==> config.mk <==
export PLATFORM = sky130hd
export DESIGN_NAME = store_fwd_unit
export DESIGN_NICKNAME = d
export VERILOG_FILES = /design/src/rtl/store_fwd_pkg.sv /design/src/rtl/store_fwd_hist.sv /design/src/rtl/store_fwd_unit.sv
export SDC_FILE = /design/constraint.sdc
export NUM_CORES = 1
export LEC_CHECK = 0
export BUFFER_PORTS_ARGS = -buffer_cell sky130_fd_sc_hd__buf_2
export CAP_MARGIN = 10
export CORE_MARGIN = 2
export CORE_UTILIZATION = 35
export CTS_CLUSTER_DIAMETER = 150
export DETAILED_ROUTE_END_ITERATION = 12
export PLACE_DENSITY = 0.68
export SLEW_MARGIN = 10
export SYNTH_ARGS = -nofsm -noshare
export SYNTH_HDL_FRONTEND = slang
export SYNTH_SLANG_ARGS = --single-unit
==> constraint.sdc <==
create_clock -name clk -period 6.12 [get_ports clk]
set_clock_uncertainty 0.1 [all_clocks]
set_input_delay 0.306 -clock clk [delete_from_list [all_inputs] [get_ports clk]]
set_output_delay 0.306 -clock clk [all_outputs]
set_load 0.01 [all_outputs]
==> src/rtl/store_fwd_pkg.sv <==
// ---------------------------------------------------------------------------
// store_fwd_pkg
// Shared types for the store-data forwarding unit.
//   fwd_src_e   : EX store-data source select (REG / MEM / WB / HIST)
//   stage_ent_t : in-flight producer record for the MEM and WB stages
//   hist_ent_t  : one retained WB write {valid, rd, data}
//   sat_inc32   : saturating 32-bit increment used by the statistics counter
// The struct field widths follow SF_DATA_W / SF_REG_AW; the DATA_W and
// REG_AW parameters of the units must be left at these values.
// ---------------------------------------------------------------------------
package store_fwd_pkg;

   localparam int SF_DATA_W = 32;
   localparam int SF_REG_AW = 5;

   typedef enum logic [1:0] {
      SRC_REG  = 2'd0,
      SRC_MEM  = 2'd1,
      SRC_WB   = 2'd2,
      SRC_HIST = 2'd3
   } fwd_src_e;

   typedef struct packed {
      logic                 valid;
      logic                 we;
      logic                 is_load;
      logic [SF_REG_AW-1:0] rd;
   } stage_ent_t;

   typedef struct packed {
      logic                 valid;
      logic [SF_REG_AW-1:0] rd;
      logic [SF_DATA_W-1:0] data;
   } hist_ent_t;

   function automatic logic [31:0] sat_inc32(input logic [31:0] v);
      return (v == 32'hFFFF_FFFF) ? v : v + 32'd1;
   endfunction

endpackage

==> src/rtl/store_fwd_hist.sv <==
// ---------------------------------------------------------------------------
// store_fwd_hist
// Shift register of the most recent register-file writes, with a
// newest-first lookup. Entry 0 is the newest; the oldest drops out on push.
// Ports:
//   clk, rst_n   : clock, synchronous active-low reset (clears all entries)
//   push         : record {push_rd, push_data} this edge
//   push_rd      : destination register of the write (never 0)
//   push_data    : value written
//   lookup_rd    : register being searched for
//   hit          : some valid entry holds lookup_rd
//   hit_data     : data of the newest matching entry (0 on miss)
// ---------------------------------------------------------------------------
import store_fwd_pkg::*;

module store_fwd_hist #(
   parameter int DEPTH  = 2,
   parameter int DATA_W = SF_DATA_W,
   parameter int REG_AW = SF_REG_AW
) (
   input  logic              clk,
   input  logic              rst_n,
   input  logic              push,
   input  logic [REG_AW-1:0] push_rd,
   input  logic [DATA_W-1:0] push_data,
   input  logic [REG_AW-1:0] lookup_rd,
   output logic              hit,
   output logic [DATA_W-1:0] hit_data
);

   hist_ent_t ent [DEPTH];

   always_ff @(posedge clk) begin
      if (!rst_n) begin
         for (int i = 0; i < DEPTH; i++) ent[i] <= '0;
      end else if (push) begin
         ent[0].valid <= 1'b1;
         ent[0].rd    <= push_rd;
         ent[0].data  <= push_data;
         for (int i = 1; i < DEPTH; i++) ent[i] <= ent[i-1];
      end
   end

   // Scan oldest to newest so a newer match overwrites an older one.
   always_comb begin
      hit      = 1'b0;
      hit_data = '0;
      for (int i = DEPTH - 1; i >= 0; i--) begin
         if (ent[i].valid && (ent[i].rd == lookup_rd)) begin
            hit      = 1'b1;
            hit_data = ent[i].data;
         end
      end
   end

endmodule

==> src/rtl/store_fwd_unit.sv <==
// ---------------------------------------------------------------------------
// store_fwd_unit
// Store-data forwarding for the 5-stage pipeline. Tracks producers in MEM
// and WB, keeps a short history of WB writes, resolves store data early in
// EX and late in MEM (load followed by a store of the loaded register), and
// owns the MEM-stage store-data register.
// Optional feature macro: STORE_FWD_STATS_EN (forward-event counter).
// Ports:
//   clk, rst_n       : clock, synchronous active-low reset
//   stall, flush     : EX frozen / EX killed; either sends a bubble to MEM
//   ex_valid         : EX holds a real instruction
//   ex_reg_write     : EX writes ex_rd
//   ex_is_load       : EX is a load
//   ex_rd            : EX destination register
//   ex_is_store      : EX is a store
//   ex_rt            : store source register
//   ex_reg2          : register-file value of ex_rt
//   mem_alu_result   : ALU result of the MEM-stage instruction
//   wb_data          : value being written back in WB
//   ex_store_data    : forwarded store data in EX (combinational)
//   ex_fwd_src       : EX source select (fwd_src_e encoding)
//   mem_store_data   : store data presented to data memory in MEM
//   mem_late_fwd     : MEM store data is taken from wb_data
//   fwd_count        : saturating forward-event count (0 when disabled)
// Pipeline control: an EX instruction advances into MEM only when
// ex_valid & !stall & !flush; otherwise MEM receives a bubble. MEM always
// moves to WB and the history always advances.
// ---------------------------------------------------------------------------
import store_fwd_pkg::*;

module store_fwd_unit #(
   parameter int DATA_W     = SF_DATA_W,
   parameter int REG_AW     = SF_REG_AW,
   parameter int HIST_DEPTH = 2
) (
   input  logic              clk,
   input  logic              rst_n,
   input  logic              stall,
   input  logic              flush,
   input  logic              ex_valid,
   input  logic              ex_reg_write,
   input  logic              ex_is_load,
   input  logic [REG_AW-1:0] ex_rd,
   input  logic              ex_is_store,
   input  logic [REG_AW-1:0] ex_rt,
   input  logic [DATA_W-1:0] ex_reg2,
   input  logic [DATA_W-1:0] mem_alu_result,
   input  logic [DATA_W-1:0] wb_data,
   output logic [DATA_W-1:0] ex_store_data,
   output logic [1:0]        ex_fwd_src,
   output logic [DATA_W-1:0] mem_store_data,
   output logic              mem_late_fwd,
   output logic [31:0]       fwd_count
);

   stage_ent_t        mem_q;
   stage_ent_t        wb_q;
   logic [DATA_W-1:0] mem_wdata_q;
   logic              late_q;

   logic              advance;
   logic              rt_nz;
   logic              mem_hit;
   logic              wb_hit;
   logic              hist_push;
   logic              hist_hit;
   logic [DATA_W-1:0] hist_data;
   logic              late;
   fwd_src_e          src;

   assign advance   = ex_valid & ~stall & ~flush;
   assign rt_nz     = (ex_rt != '0);
   assign mem_hit   = mem_q.valid & mem_q.we & (mem_q.rd == ex_rt);
   assign wb_hit    = wb_q.valid & wb_q.we & (wb_q.rd == ex_rt);
   assign hist_push = wb_q.valid & wb_q.we & (wb_q.rd != '0);

   store_fwd_hist #(
      .DEPTH  (HIST_DEPTH),
      .DATA_W (DATA_W),
      .REG_AW (REG_AW)
   ) u_hist (
      .clk       (clk),
      .rst_n     (rst_n),
      .push      (hist_push),
      .push_rd   (wb_q.rd),
      .push_data (wb_data),
      .lookup_rd (ex_rt),
      .hit       (hist_hit),
      .hit_data  (hist_data)
   );

   // A load in MEM has no data yet: EX passes the stale register value and
   // flags the store so the MEM stage substitutes wb_data one cycle later.
   always_comb begin
      src           = SRC_REG;
      ex_store_data = ex_reg2;
      late          = 1'b0;
      if (rt_nz) begin
         if (mem_hit && !mem_q.is_load) begin
            src           = SRC_MEM;
            ex_store_data = mem_alu_result;
         end else if (mem_hit) begin
            late = 1'b1;
         end else if (wb_hit) begin
            src           = SRC_WB;
            ex_store_data = wb_data;
         end else if (hist_hit) begin
            src           = SRC_HIST;
            ex_store_data = hist_data;
         end
      end
   end

   assign ex_fwd_src = src;

   always_ff @(posedge clk) begin
      if (!rst_n) begin
         mem_q <= '0;
         wb_q  <= '0;
      end else begin
         wb_q <= mem_q;
         if (advance) begin
            mem_q.valid   <= 1'b1;
            mem_q.we      <= ex_reg_write;
            mem_q.is_load <= ex_is_load;
            mem_q.rd      <= ex_rd;
         end else begin
            mem_q.valid <= 1'b0;
         end
      end
   end

   // A bubble keeps the last store data but must never carry a late flag.
   always_ff @(posedge clk) begin
      if (!rst_n) begin
         mem_wdata_q <= '0;
         late_q      <= 1'b0;
      end else if (advance) begin
         mem_wdata_q <= ex_store_data;
         late_q      <= late & ex_is_store;
      end else begin
         late_q <= 1'b0;
      end
   end

   assign mem_store_data = late_q ? wb_data : mem_wdata_q;
   assign mem_late_fwd   = late_q;

`ifdef STORE_FWD_STATS_EN
   logic [31:0] fwd_cnt_q;
   logic        fwd_event;

   assign fwd_event = advance & ex_is_store & ((src != SRC_REG) | late);

   always_ff @(posedge clk) begin
      if (!rst_n) begin
         fwd_cnt_q <= '0;
      end else if (fwd_event) begin
         fwd_cnt_q <= sat_inc32(fwd_cnt_q);
      end
   end

   assign fwd_count = fwd_cnt_q;
`else
   assign fwd_count = '0;
`endif

endmodule

-- After elaboration in Yosys (flattened, before gate mapping)
Memory sizes are Yosys's and may differ from the RTL's.
Index checks and enable logic that the tools add are counted.
- register bits after elaboration: 48
- bits in writable memories: 76
- memories: 1
- eq/ne operators: 4
- muxes and demuxes: 27
- bitwise gates (word level): 14
- reduce and logical (&&, ||, !) cells: 7
- memory list (name ; depth ; bits a word ; rd ports ; clocked after memory_dff ; wr ports ; RTL line ; source):
    u_hist.ent ; 2 ; 38 ; 2 ; 0 ; 2 ; store_fwd_hist.sv:31 ; hist_ent_t ent [DEPTH];
- operator list (operator ; number):
    $mux 32 ; 9
    $mux 38 ; 1
    $eq 5x5->1 ; 4
    $mux 1 ; 11
    $mux 2 ; 5
    $reduce_bool 5->1 ; 2
    $and 1x1->1 ; 8
    $mux 5 ; 1
    $or 1x1->1 ; 4
    $logic_and 1x1->1 ; 3
    $not 1->1 ; 2
    $reduce_and 2->1 ; 1
    $logic_not 1->1 ; 1

-- Depth between registers and ports, before layout
Gate-level depths: netlist of run 1.
An unclocked memory read counts as a cell.
- word-level depth: 10
- mapped depth: 10

-- Modules after synthesis
A second synthesis of run 1 with hierarchy kept.
- cells, all modules: 728
- area total of the unflattened synthesis: 7509.7 um^2
- modules (own cells, without submodules) (module ; instances ; cells each ; area each (um^2)):
    store_fwd_hist ; 1 ; 293 ; 3798.6
    store_fwd_unit ; 1 ; 435 ; 3711.1

-- Worst setup path before layout of run 1
No wires, ideal clock.
- kind: register to register
- from: register wb_q[1] (netlist name)
- to: memory u_hist.ent[0][0] (netlist name) (enable)
- library setup time: 771 ps
- arrival: 2292 ps
- path slack: 2957 ps
- stages on the path, launching flop included: 4
- clock period less this slack: 3163 ps
- cell sequence: dfxtp_1 or4_1 o211ai_1 nand2_1
- RTL lines (item ; RTL line ; source):
    start, declared ; store_fwd_unit.sv:57 ; stage_ent_t wb_q;
    start signal, assigned ; store_fwd_unit.sv:121 ; wb_q <= mem_q;
    end, declared ; store_fwd_hist.sv:31 ;

-- Worst setup path after layout of run 1
- from: register mem_q[4] (netlist name)
- to: output port ex_store_data[20]
- longest elaborated chain between the ends: 5
- elaborated cells on any way between the ends: 6
- classes of those cells: eq/ne: 1; mux: 3; bitwise: 1; reduce/logical: 1
- ends and longest elaborated chain (item ; RTL line ; source):
    start, declared ; store_fwd_unit.sv:56 ; stage_ent_t mem_q;
    $eq 5x5->1 * ; store_fwd_unit.sv:73 ; assign mem_hit = mem_q.valid & mem_q.we & (mem_q.rd == ex_rt);
    $and 1x1->1 * ; store_fwd_unit.sv:73 ;
    $mux 32 / $logic_and 1x1->1 (equally long branches) ; store_fwd_unit.sv:102, store_fwd_unit.sv:99 ;
    $mux 32 * ; store_fwd_unit.sv:99 ; if (mem_hit && !mem_q.is_load) begin
    $mux 32 * ; store_fwd_unit.sv:98 ; if (rt_nz) begin
    end, declared ; store_fwd_unit.sv:49 ; output logic [DATA_W-1:0] ex_store_data,
Every way passes the cells marked *; elsewhere a longest branch is shown, timed or not.

==> results of run 1 <==
-- worst max-delay path: cells and delay by family, from the launching register on --
kind	cells	cell delay, ns
and+or+nand+nor	3	1.97
buffers and inverters	1	0.20
DFF	1	0.32
xor gates and xnor gates	1	0.16
AOI/OAI and AO/OA	2	0.43
-- per-stage QoR --
stage                     power, mW  std cells  utilization (%)  cell area, um^2  setup WS [ns]
after CTS                      2.24       1254             42.4             9250           2.22
after detailed placement       1.24       1221             39.7             8670           2.53
after global routing           2.31       1254             42.4             9250           1.92
after floorplan                1.13        860                -             7910           2.96
final                          2.22       1255             42.4             9260           2.21
after global placement         1.23       1221             39.7             8670           2.68
-- layer usage --
layer / vias to the layer above / wire, um / part of all wire (%)
met2: 276 / 12200 / 48
li1: 3377 / - / -
met1: 3512 / 11600 / 45
met3: 28 / 1490 / 5.8
met5: - / 17 / 0.066
met4: 2 / 336 / 1.3
-- registers in the layout, summed over array words and instances, names as in the netlist --
name,flops
mem_late_fwd,1
mem_q,8
mem_wdata_q,32
u_hist.ent,76
wb_q,7
-- power by group through the flow --
stage	Combinational, mW	Sequential (mW)	Clock [mW]
final	0.286	0.937	0.999
after global routing	0.313	0.941	1.05
after CTS	0.285	0.936	1.02
after detailed placement	0.283	0.953	0
after global placement	0.280	0.953	0
after floorplan	0.178	0.950	0
-- area by class of cell --
cell class | count | area, um^2 | area share [%]
antenna | 1 | 2.50 | 0.0270
tap | 280 | 350 | 3.78
sequential | 124 | 3240 | 35.0
clock inverter | 13 | 144 | 1.55
inverter | 5 | 18.8 | 0.203
clock buffer | 19 | 433 | 4.68
multi-input combinational | 619 | 4060 | 43.8
timing repair buffer | 194 | 1010 | 10.9
-- cells in the final DEF (no fill, tap or decap), types with 3 or more instances in the layout --
cell type,instances
buf_2,180
and2_1,82
edfxtp_1,76
o21ai_0,68
nand2_1,54
a31oi_1,48
dfxtp_1,47
mux2_2,32
conb_1,32
nand3_1,31
o211ai_1,31
o22ai_1,28
a221o_1,28
nor3_1,18
and3_1,17
clkbuf_16,17
a22oi_1,16
xnor2_1,14
a32oi_1,14
a211o_1,13
or3_1,13
buf_4,13
o21ai_1,12
nor2_1,9
a21oi_1,8
xor2_1,6
o22a_1,6
nor2_4,5
inv_1,5
clkinv_4,5
or2_1,3
nand4_1,3
clkinv_2,3
-- worst max path at each step --
stage,end,cells past startpoint,slack [ns],startpoint
floorplan,u_hist.ent[0][0]$_SDFFCE_PN0P_,3,2.96,wb_q[1]$_SDFF_PN0_
global placement,ex_store_data[0],8,2.68,ex_rt[0]
detailed placement,ex_store_data[20],8,2.53,ex_rt[0]
CTS,ex_store_data[20],7,2.22,mem_q[4]$_SDFFE_PN0P_
global route,ex_store_data[25],7,1.92,mem_q[3]$_SDFFE_PN0P_
finish,ex_store_data[20],7,2.21,mem_q[4]$_SDFFE_PN0P_
-- cell families after synthesis --
family          count (synthesis)  share of synthesized area (%)
compound gates                287                           25.5
simple gates                  248                           17.3
flops                         124                           41.6
buf+inv                       117                           8.61
mux                            32                           4.63
xor+xnor                       20                           2.25
other cells                     1                         0.0481
-- synth_stat cells (2+ instances only) --
cell type | count | area [um^2]
inv_1 | 5 | 18.8
a211oi_1 | 2 | 15.0
o22ai_1 | 28 | 175
edfxtp_1 | 76 | 2280
nand3_1 | 31 | 155
o21ai_1 | 12 | 60.1
and2_1 | 83 | 519
o32ai_1 | 2 | 17.5
nand2_1 | 55 | 206
a22oi_1 | 16 | 120
and3_1 | 17 | 106
o21ai_0 | 68 | 340
o31ai_2 | 2 | 25.0
buf_2 | 10 | 50.1
nand4_1 | 3 | 18.8
o211ai_1 | 31 | 233
and4_1 | 2 | 17.5
o32a_1 | 2 | 20.0
o22a_1 | 6 | 52.6
a21oi_1 | 9 | 45.0
xor2_1 | 6 | 52.6
mux2_2 | 32 | 360
xnor2_1 | 14 | 123
a211o_1 | 13 | 114
buf_6 | 9 | 101
clkbuf_1 | 52 | 195
nor3_1 | 18 | 90.1
dfxtp_1 | 48 | 961
a31oi_1 | 48 | 300
a31o_1 | 2 | 17.5
or2_0 | 2 | 12.5
buf_4 | 35 | 263
clkbuf_8 | 2 | 27.5
a221o_1 | 28 | 280
buf_1 | 4 | 15.0
a32oi_1 | 14 | 123
nor2_1 | 13 | 48.8
nor2_2 | 2 | 12.5
a21o_2 | 2 | 17.5
or3_1 | 13 | 81.3
==> metrics.md, run 1 <==
| Metric | Value |
|---|---|
| Core area | 21800 um^2 |
| Crit path max-delay cell type | nor2_1 |
| Vias in the first global route | 7059 |
| CTS buffer count | 17 |
| CP required | 5.71 ns |
| Hold slack | 0.0297 ns |
| TNS Setup | 0 ns |
| EDFF count, synth | 76 |
| Worst min path class | primary input to flop |
| Max Slew Vio Count | 0 |
| Library cells used by synthesis | 52 |
| CTS H-Tree Depth | 4 |
| Hpwl dp | 16200 um |
| Reg2reg start | u_hist.ent[0][73]$_SDFFCE_PN0P_ |
| Port-buffer cells | 180 |
| Relative slew margins | 30.3% |
| Die Y | 153 um |
| Sequential share of the synthesized area | 41.6% |
| Worst slew pin tran | 1.04 ns |
| Die ar. | 23500 um^2 |
| Final Hold Fails | 0 |
| Met1 Use GR | 28.8% |
| Grt peak-use layer | met2 |
| Row count | 54 |
| Max incr delay on CP | 0.83 ns |
| FF-to-FF path depth | 6 |
| Worst hold endpoint | mem_q[2]$_SDFFE_PN0P_ |
| Sequential share of power | 42.2% |
| Pint | 1.64 mW |
| Hold_buf cts | 1 |
| CTS tree | yes |
| Mapped Cells | 829 |
| Drt wl/cell | 20.4 um |
| Ys Warns | 0 |
| Period minus WS final | 3.91 ns |
| Yosys reg bits | 124 |
| Nature of the critical path startpoint | flop |
| Max Root-Sink Buffers | 2 |
| Cts repair resizes | 0 |
| Clk network pwr share | 44.9% |
| Worst-path cell chain | xnor2_1, nand4_1, nor2_1, nand3_2, o22ai_1, a31oi_1, buf_2 |
| Final #Nets | 1075 |
| Die X | 153 um |
| GRT Resource Usage Total | 21.5% |
| Status | finished clean |
| Worst-path clk slew | 0.06 ns |
| Mean Syn Cell Area | 9.40 um^2 |
| Num ports | 213 |
| Tcrit/Tclk final | 63.9% |
| Root Driver | clkbuf_16 |
| Via Count | 7195 |
| Skew-Pair Late Insertion Delay | 0.42 ns |
| Placer Congestion | 0.844 |
| Ys flop type | edfxtp_1 |
| Combinational Power Share | 12.9% |
| Routed WL | 25600 um |
| Via-to-Cell Ratio | 5.73 |
| Grt met2 use | 35.2% |
| Max Clock Freq | 256 MHz |
| Aggregate global routing overflow | 0 |
| Pleak | 3.70 nW |
| Netlist Area Pre-Place | 7790 um^2 |
| First-pass GRT wire length | 40000 um |
| Peak supply drop | 0.168 mV |
| Filler cell count | 2176 |
| Antenna Nets Post-Route | 0 |
| Area Growth Syn to Fin | 18.8% |
| Layout cells sized above 1 | 28.3% |
| Sink Count | 124 |
| Hold path depth | 2 |
| MaxCap Viol Count | 0 |
| Postcts setup bufs | 0 |
| Drt first pass iters | 5 |
| Initial antenna violation count | 2 |
| Sw Ratio | 26.4% |
| Largest net degree at the start of global routing | 77 |
| Net Switching | 0.586 mW |
| CP endpoint kind | primary output |
| Crit path max fanout | 28 |
| Starting Density | 35.7% |
| Reg2reg setup slack | 3.14 ns |
| 1st-iter DRT viols | 643 |
| Min-delay src | ex_rd[2] |
| Post-synth ARST share | 0% |
| DRC viols | 0 |
| RSZ-0062 raised after global routing | false |
| Final setup viols | 0 |
| Critical Path AT | 3.50 ns |
| M3 GR Usage | 4.59% |
| Power per Cell Area | 240 nW/um^2 |
| Crit Path Category | flop to primary output |
| Worst reg2reg path endpoint | mem_wdata_q[27]$_SDFFE_PN0P_ |
(Power assumes the default switching activity.)
==> inputs of run 2 (changes only) <==
--- a/config.mk
+++ b/config.mk
@@ -5,6 +5,7 @@
 export SDC_FILE = /design/constraint.sdc
 export NUM_CORES = 1
 export LEC_CHECK = 0
+export ABC_AREA = 1
 export BUFFER_PORTS_ARGS = -buffer_cell sky130_fd_sc_hd__buf_2
 export CAP_MARGIN = 10
 export CORE_MARGIN = 2
==> constraint.sdc (replaced) <==
create_clock -name clk -period 3.6 [get_ports clk]
set_clock_uncertainty 0.1 [all_clocks]
set_input_delay 0.18 -clock clk [delete_from_list [all_inputs] [get_ports clk]]
set_output_delay 0.18 -clock clk [all_outputs]
set_load 0.01 [all_outputs]
==> metrics.md, run 2 <==
| Metric | Value |
|---|---|
| Max Slew Vio Count | 0 (unchanged) |
| Yosys reg bits | 124 (unchanged) |
| Most frequent cells after synthesis | nand2_1, nor2_1, inv_1 |
| Crit path top cell by count | nand2_1 |
| Placer Congestion | 0.861 (+2.0%) |
| Row count | 54 (unchanged) |
| Worst-path clk slew | 0.06 ns (about the same) |
| Yosys top cell by area | edfxtp_1 |
| Mapped Cells | 1181 (+42%) |
| Ys Warns | 0 (unchanged) |
| Hold slack | 0.0122 ns (-0.0175 ns) |
| Crit Path Category | flop to primary output |
| Peak supply drop | 0.249 mV (+49%) |
| CTS tree | yes |
| Skew-Pair Late Insertion Delay | 0.42 ns (about the same) |
| Min-delay src | wb_data[16] |
| Pleak | 5.15 nW (+39%) |
| Max Clock Freq | 316 MHz |
| Routed WL | 24200 um (-5.5%) |
| Root Driver | clkbuf_16 |
| Num ports | 213 (unchanged) |
| Library cells used by synthesis | 30 (-42%) |
| Vias in the first global route | 7454 (+5.6%) |
| Biggest regs | u_hist.ent (76), mem_wdata_q (32), mem_q (8) |
| RSZ-0062 raised after global routing | false |
| Critical Path AT | 2.89 ns (-0.61 ns) |
| GRT Resource Usage Total | 20.6% (-0.89 points) |
| Final Hold Fails | 0 (unchanged) |
| Mean Syn Cell Area | 6.67 um^2 (-29%) |
| Netlist Area Pre-Place | 7880 um^2 (+1.1%) |
| CTS H-Tree Depth | 4 (unchanged) |
| Most frequent cell after synthesis | nand2_1 |
| Buf/Inv on CP | 4 (+3) |
| Most frequent cells in the layout | nand2_1, buf_2, nor2_1 |
| Initial antenna violation count | 2 (unchanged) |
| EDFF count, synth | 76 (unchanged) |
| Max Root-Sink Buffers | 2 (unchanged) |
| Final setup viols | 0 (unchanged) |
| Worst slew pin tran | 1.04 ns (-0.00112 ns) |
| Via Count | 7815 (+8.6%) |
| Post-synth ARST share | 0% (unchanged) |
| Largest net degree at the start of global routing | 77 (unchanged) |
| Sink Count | 124 (unchanged) |
| Crit path max-delay cell type | nor2_4 |
| Layout cells sized above 1 | 20.5% (-7.8 points) |
| Hpwl dp | 16400 um (+1.4%) |
| Die Y | 154 um (+0.55%) |
| DRC viols | 0 (unchanged) |
| Tcrit/Tclk final | 88.0% |
| Die ar. | 23700 um^2 (+1.1%) |
| Nature of the critical path startpoint | flop |
| Crit path max fanout | 16 (-43%) |
| Max reg flops | 76 (unchanged) |
| MaxCap Viol Count | 0 (unchanged) |
| Drt first pass iters | 5 (unchanged) |
| TNS Setup | 0 ns (unchanged) |
| Power per Cell Area | 387 nW/um^2 (+61%) |
| 1st-iter DRT viols | 619 (-3.7%) |
| Status | finished clean |
| Commonest non-fill, non-tap cell in the layout | nand2_1 |
| Antenna Nets Post-Route | 0 (unchanged) |
| Filler cell count | 2251 (+3.4%) |
| First-pass GRT wire length | 38600 um (-3.7%) |
| Port-buffer cells | 180 (unchanged) |
| Die X | 154 um (+0.55%) |
| Drt wl/cell | 14.7 um (-28%) |
| Worst-path cell chain | inv_1, nand2_1, nand3_1, nor3_2, nand2_1, nor2_4, inv_1, nand2_1, nand2_1, o21ai_1, inv_1, nand2_1, buf_2 |
| Core area | 22000 um^2 (+0.62%) |
| Final #Nets | 1464 (+36%) |
| Ys flop type | edfxtp_1 |
| CP endpoint kind | primary output |
| Crit path launch | mem_q[0]$_SDFFE_PN0P_ |
| Crit-path leading delay family | simple AND/OR/NAND/NOR gates |
| Relative slew margins | 30.6% (+0.28 points) |
| Aggregate global routing overflow | 0 (unchanged) |
| Starting Density | 35.9% (+0.18 points) |
| Area Growth Syn to Fin | 22.2% |
| Max incr delay on CP | 0.57 ns (-0.26 ns) |
| Top reg by flops | u_hist.ent |
| Via-to-Cell Ratio | 4.75 (-17%) |
| Sequential share of the synthesized area | 41.2% (-0.46 points) |
| CTS buffer count | 17 (unchanged) |
| Worst min path class | primary input to flop |
| Period minus WS final | 3.17 ns |
| CP required | 3.32 ns (-2.39 ns) |
| Share of Yosys cell area claimed by the top area cell type | 29.0% (-0.33 points) |
| Largest cells by area after synthesis | edfxtp_1, nand2_1, dfxtp_1 |
| Reg2reg start | mem_q[1]$_SDFFE_PN0P_ |
-- run 2: cell count changes after synthesis, sizes merged, moves of 26 or more --
cell    delta
nand2    +304
inv      +172
nor2     +169
and2      -83
a21oi     +60
a31oi     -48
nand4     +42
o21ai     -34
mux2      -32
o211ai    -31
a221o     -28
o22ai     -28
or2       +26
-- run 2: path summary, 6_finish.rpt --
| kind | to | slack, ns | cells past startpoint |
|---|---|---|---|
| hold / removal | u_hist.ent[0][16]$_SDFFCE_PN0P_ | 0.01 | 3 |
| hold reg to reg | wb_q[7]$_SDFF_PN0_ | 0.33 | 2 |
| setup reg to reg | mem_wdata_q[19]$_SDFFE_PN0P_ | 1.01 | 11 |
| setup / recovery | ex_store_data[24] | 0.43 | 13 |
-- run 2: cells by family (layout without fill, tap and decap cells) --
group	after synthesis	count (layout)	share of synthesized area (%)
xor+xnor	3	3	0.334
flops	124	124	41.2
other cells	1	35	0.0476
buf+inv	272	423	15.3
simple gates	666	666	35.6
compound gates	115	115	7.50
-- run 2: cell type report --
type	count	area (um^2)	share of cell area [%]
clock inverters	13	97.6	1.01
repair buffers	213	1200	12.5
well taps	280	350	3.64
clock buffers	19	475	4.94
diodes	3	7.51	0.0780
flip-flops and latches	124	3240	33.7
inverters	178	668	6.94
multi-input cells	816	3580	37.2
-- run 2: where the power goes --
part | internal, mW | switching [mW] | total (mW)
Sequential | 1.56 | 0.0246 | 1.58
Combinational | 0.174 | 0.299 | 0.473
Clock | 0.975 | 0.695 | 1.67
Total | 2.71 | 1.02 | 3.73
-- run 2: per-layer routing --
| layer | GRT usage (%) | up-vias | routed length [um] |
|---|---|---|---|
| met5 | 0 | - | 0 |
| met4 | 9.70 | 0 | 707 |
| met3 | 3.47 | 51 | 1310 |
| met2 | 34.6 | 258 | 11700 |
| met1 | 26.0 | 3562 | 10500 |
| li1 | - | 3944 | - |
-- run 2: timing repair --
action / CTS / global route
hold endpoints to repair: 16 / 0
buffers inserted: 0 / 0
gates resized for setup: 0 / 0
hold buffers: 16 / 0
-- run 2: tightest hold or removal path: stages --
cell and delay (ns):
buf_2 0.09, inv_1 0.05, nor2_1 0.09
-- run 2: stage by stage --
| stage | std cells | utilization (%) | cell area [um^2] | total power, mW | setup slack [ns] |
|---|---|---|---|---|---|
| detailed placement | 1595 | 40.5 | 8880 | 2.07 | 0.840 |
| floorplan | 1212 | - | 7990 | 1.90 | 0.766 |
| global route | 1645 | 43.8 | 9620 | 3.88 | 0.0615 |
| CTS | 1643 | 43.8 | 9620 | 3.75 | 0.420 |
| finish | 1646 | 43.8 | 9630 | 3.73 | 0.434 |
| global placement | 1595 | 40.5 | 8880 | 2.06 | 0.900 |
==> inputs of run 3 (changes only) <==
--- a/config.mk
+++ b/config.mk
@@ -10,6 +10,7 @@
 export CAP_MARGIN = 10
 export CORE_MARGIN = 2
 export CORE_UTILIZATION = 35
+export CTS_BUF_LIST = sky130_fd_sc_hd__clkbuf_8
 export CTS_CLUSTER_DIAMETER = 150
 export DETAILED_ROUTE_END_ITERATION = 12
 export PLACE_DENSITY = 0.68
==> constraint.sdc (replaced) <==
create_clock -name clk -period 3.3 [get_ports clk]
set_clock_uncertainty 0.1 [all_clocks]
set_input_delay 0.165 -clock clk [delete_from_list [all_inputs] [get_ports clk]]
set_output_delay 0.165 -clock clk [all_outputs]
set_load 0.01 [all_outputs]
==> metrics.md, run 3 (synthesized netlist as in run 2, its figures left out) <==
| Metric | Value |
|---|---|
| Pleak | 5.18 nW (+0.71%) |
| Crit path max fanout | 23 (+7) |
| Vias in the first global route | 7633 (+2.4%) |
| Relative slew margins | 47.6% (+17 points) |
| Drt wl/cell | 14.8 um (+0.70%) |
| 1st-iter DRT viols | 582 (-6.0%) |
| Util after Layout | 44.2% (+0.40 points) |
| Core area | 22000 um^2 (unchanged) |
| Starting Density | 35.9% (unchanged) |
| Area Growth Syn to Fin | 23.3% |
| Final Cell Area | 9710 um^2 (+0.92%) |
| Critical path endpoint | ex_store_data[14] |
| GRT Resource Usage Total | 20.8% (+0.18 points) |
| Port-buffer cells | 180 (unchanged) |
| Final setup viols | 0 (unchanged) |
| First-pass GRT wire length | 38900 um (+0.84%) |
| Top reg by flops | u_hist.ent |
| Worst min path class | primary input to flop |
| TNS Setup | 0 ns (unchanged) |
| Biggest regs | u_hist.ent (76), mem_wdata_q (32), mem_q (8) |
| Period minus WS final | 3.00 ns |
| Placed insts | 1596 (+0.063%) |
| CP endpoint kind | primary output |
| Max incr delay on CP | 0.47 ns (-0.10 ns) |
| Row count | 54 (unchanged) |
| Crit path max-delay cell type | a21oi_4 |
| Power per Cell Area | 376 nW/um^2 (-3.0%) |
| Worst-path clk slew | 0.08 ns (+0.02 ns) |
| Largest net degree at the start of global routing | 61 (-21%) |
| Worst-path cell chain | inv_1, nand2_1, a21oi_4, nand3_4, a21oi_4, buf_12, nand2_1, nand3_1, nand2_1, nand2_1, nand2_1, inv_1, buf_2 |
| Placer Congestion | 0.941 (+9.2%) |
| MaxCap Viol Count | 0 (unchanged) |
| Via-to-Cell Ratio | 4.77 (+0.47%) |
| Crit Path Category | flop to primary output |
| Max Clock Freq | 334 MHz |
| Die X | 154 um (unchanged) |
| CP required | 3.03 ns (-0.29 ns) |
| Nature of the critical path startpoint | flop |
| Max Slew Vio Count | 0 (unchanged) |
| Critical Path AT | 2.73 ns (-0.16 ns) |
| Peak supply drop | 0.217 mV (-13%) |
| Worst reg2reg path endpoint | u_hist.ent[0][31]$_SDFFCE_PN0P_ |
| Hold path depth | 4 (+1) |
| Initial antenna violation count | 0 (-2) |
| Tcrit/Tclk final | 90.8% |
| Cts repair resizes | 0 (unchanged) |
| Drt first pass iters | 5 (unchanged) |
| Post-Place Cell Area | 8920 um^2 (+0.37%) |
| DRC viols | 0 (unchanged) |
| Sink Count | 124 (unchanged) |
| Die ar. | 23700 um^2 (unchanged) |
| Root Driver | clkbuf_8 |
| Num ports | 213 (unchanged) |
| Antenna cells | 0 (-3) |
| Via Count | 7957 (+1.8%) |
| Status | finished clean |
| Reg2reg start | wb_q[3]$_SDFF_PN0_ |
| Min-delay src | ex_reg2[30] |
| Die Y | 154 um (unchanged) |
| Antenna Nets Post-Route | 0 (unchanged) |
| Most frequent cells in the layout | nand2_1, buf_2, nor2_1 |
| Crit path top cell by count | nand2_1 |
| Final #Nets | 1489 (+1.7%) |
| Max Root-Sink Buffers | 2 (unchanged) |
| Aggregate global routing overflow | 0 (unchanged) |
| Worst slew pin tran | 0.784 ns (-0.257 ns) |
| Layout cells sized above 1 | 20.2% (-0.30 points) |
| Skew-Pair Late Insertion Delay | 0.45 ns (+0.03 ns) |
| Cell Count, Final, Fillers Out | 1668 (+1.3%) |
| FF-to-FF path depth | 7 (-4) |
| Final Hold Fails | 0 (unchanged) |
| Hpwl dp | 16600 um (+1.1%) |
| Max reg flops | 76 (unchanged) |
| CTS buffer count | 17 (unchanged) |
| RSZ-0062 raised after global routing | false |
| Reg2reg setup slack | 0.90 ns (-0.11 ns) |
| Routed WL | 24700 um (+2.0%) |
| CTS tree | yes |
| Commonest non-fill, non-tap cell in the layout | nand2_1 |
| CTS H-Tree Depth | 4 (unchanged) |
| Crit path launch | u_hist.ent[0][36]$_SDFFCE_PN0P_ |
run 3: where the power goes:
part / internal, mW / switching (mW)
Clock: 0.715 / 0.668
Sequential: 1.70 / 0.0267
Combinational: 0.211 / 0.331
run 3: area by class of cell:
type                       instances  area [um^2]
fill                            2273        12200
multi-input combinational        816         3580
sequential                       124         3240
timing repair buffer             238         1470
inverter                         178          668
tap                              280          350
clock buffer                      19          262
clock inverter                    13          135
run 3: routing by layer:
layer / part of all wire, % / vias to the layer above / track usage, % / wire length, um
met3: 5.2 / 31 / 3.58 / 1290
li1: - / 3987 / - / -
met4: 1.6 / 0 / 6.32 / 401
met5: 0 / - / 0 / 0
met2: 50 / 255 / 36.8 / 12400
met1: 43 / 3684 / 25.9 / 10600
run 3: per-stage QoR:
stage	hold slack [ns]	worst slack, ns	power [mW]
final	0.0319	0.303	3.65
after global routing	0.0426	0.100	3.80
after CTS	0.00781	0.316	3.67
after detailed placement	0.310	0.831	2.26
after global placement	0.303	0.857	2.25
after floorplan	0.208	0.481	2.07
run 3: what timing repair did:
item | 4_1_cts | 5_1_grt
hold endpoints to repair | 40 | 0
setup buffers | 0 | 0
hold buffers | 40 | 0
run 3: critical path, delay by kind of cell, from the launching register on:
family,cells,cell delay (ns)
AOI/OAI and AO/OA,2,0.63
and+or+nand+nor,7,0.69
DFF,1,0.39
buffers and inverters,4,0.55
run 3: worst min-delay path by stage:
stage	end	slack, ns
6_report	mem_wdata_q[30]$_SDFFE_PN0P_	0.03
2_1_floorplan	mem_late_fwd$_SDFF_PN0_	0.21
3_5_place_dp	mem_q[2]$_SDFFE_PN0P_	0.31
4_1_cts	mem_wdata_q[12]$_SDFFE_PN0P_	0.008
3_3_place_gp	mem_q[1]$_SDFFE_PN0P_	0.30
5_1_grt	mem_wdata_q[17]$_SDFFE_PN0P_	0.04
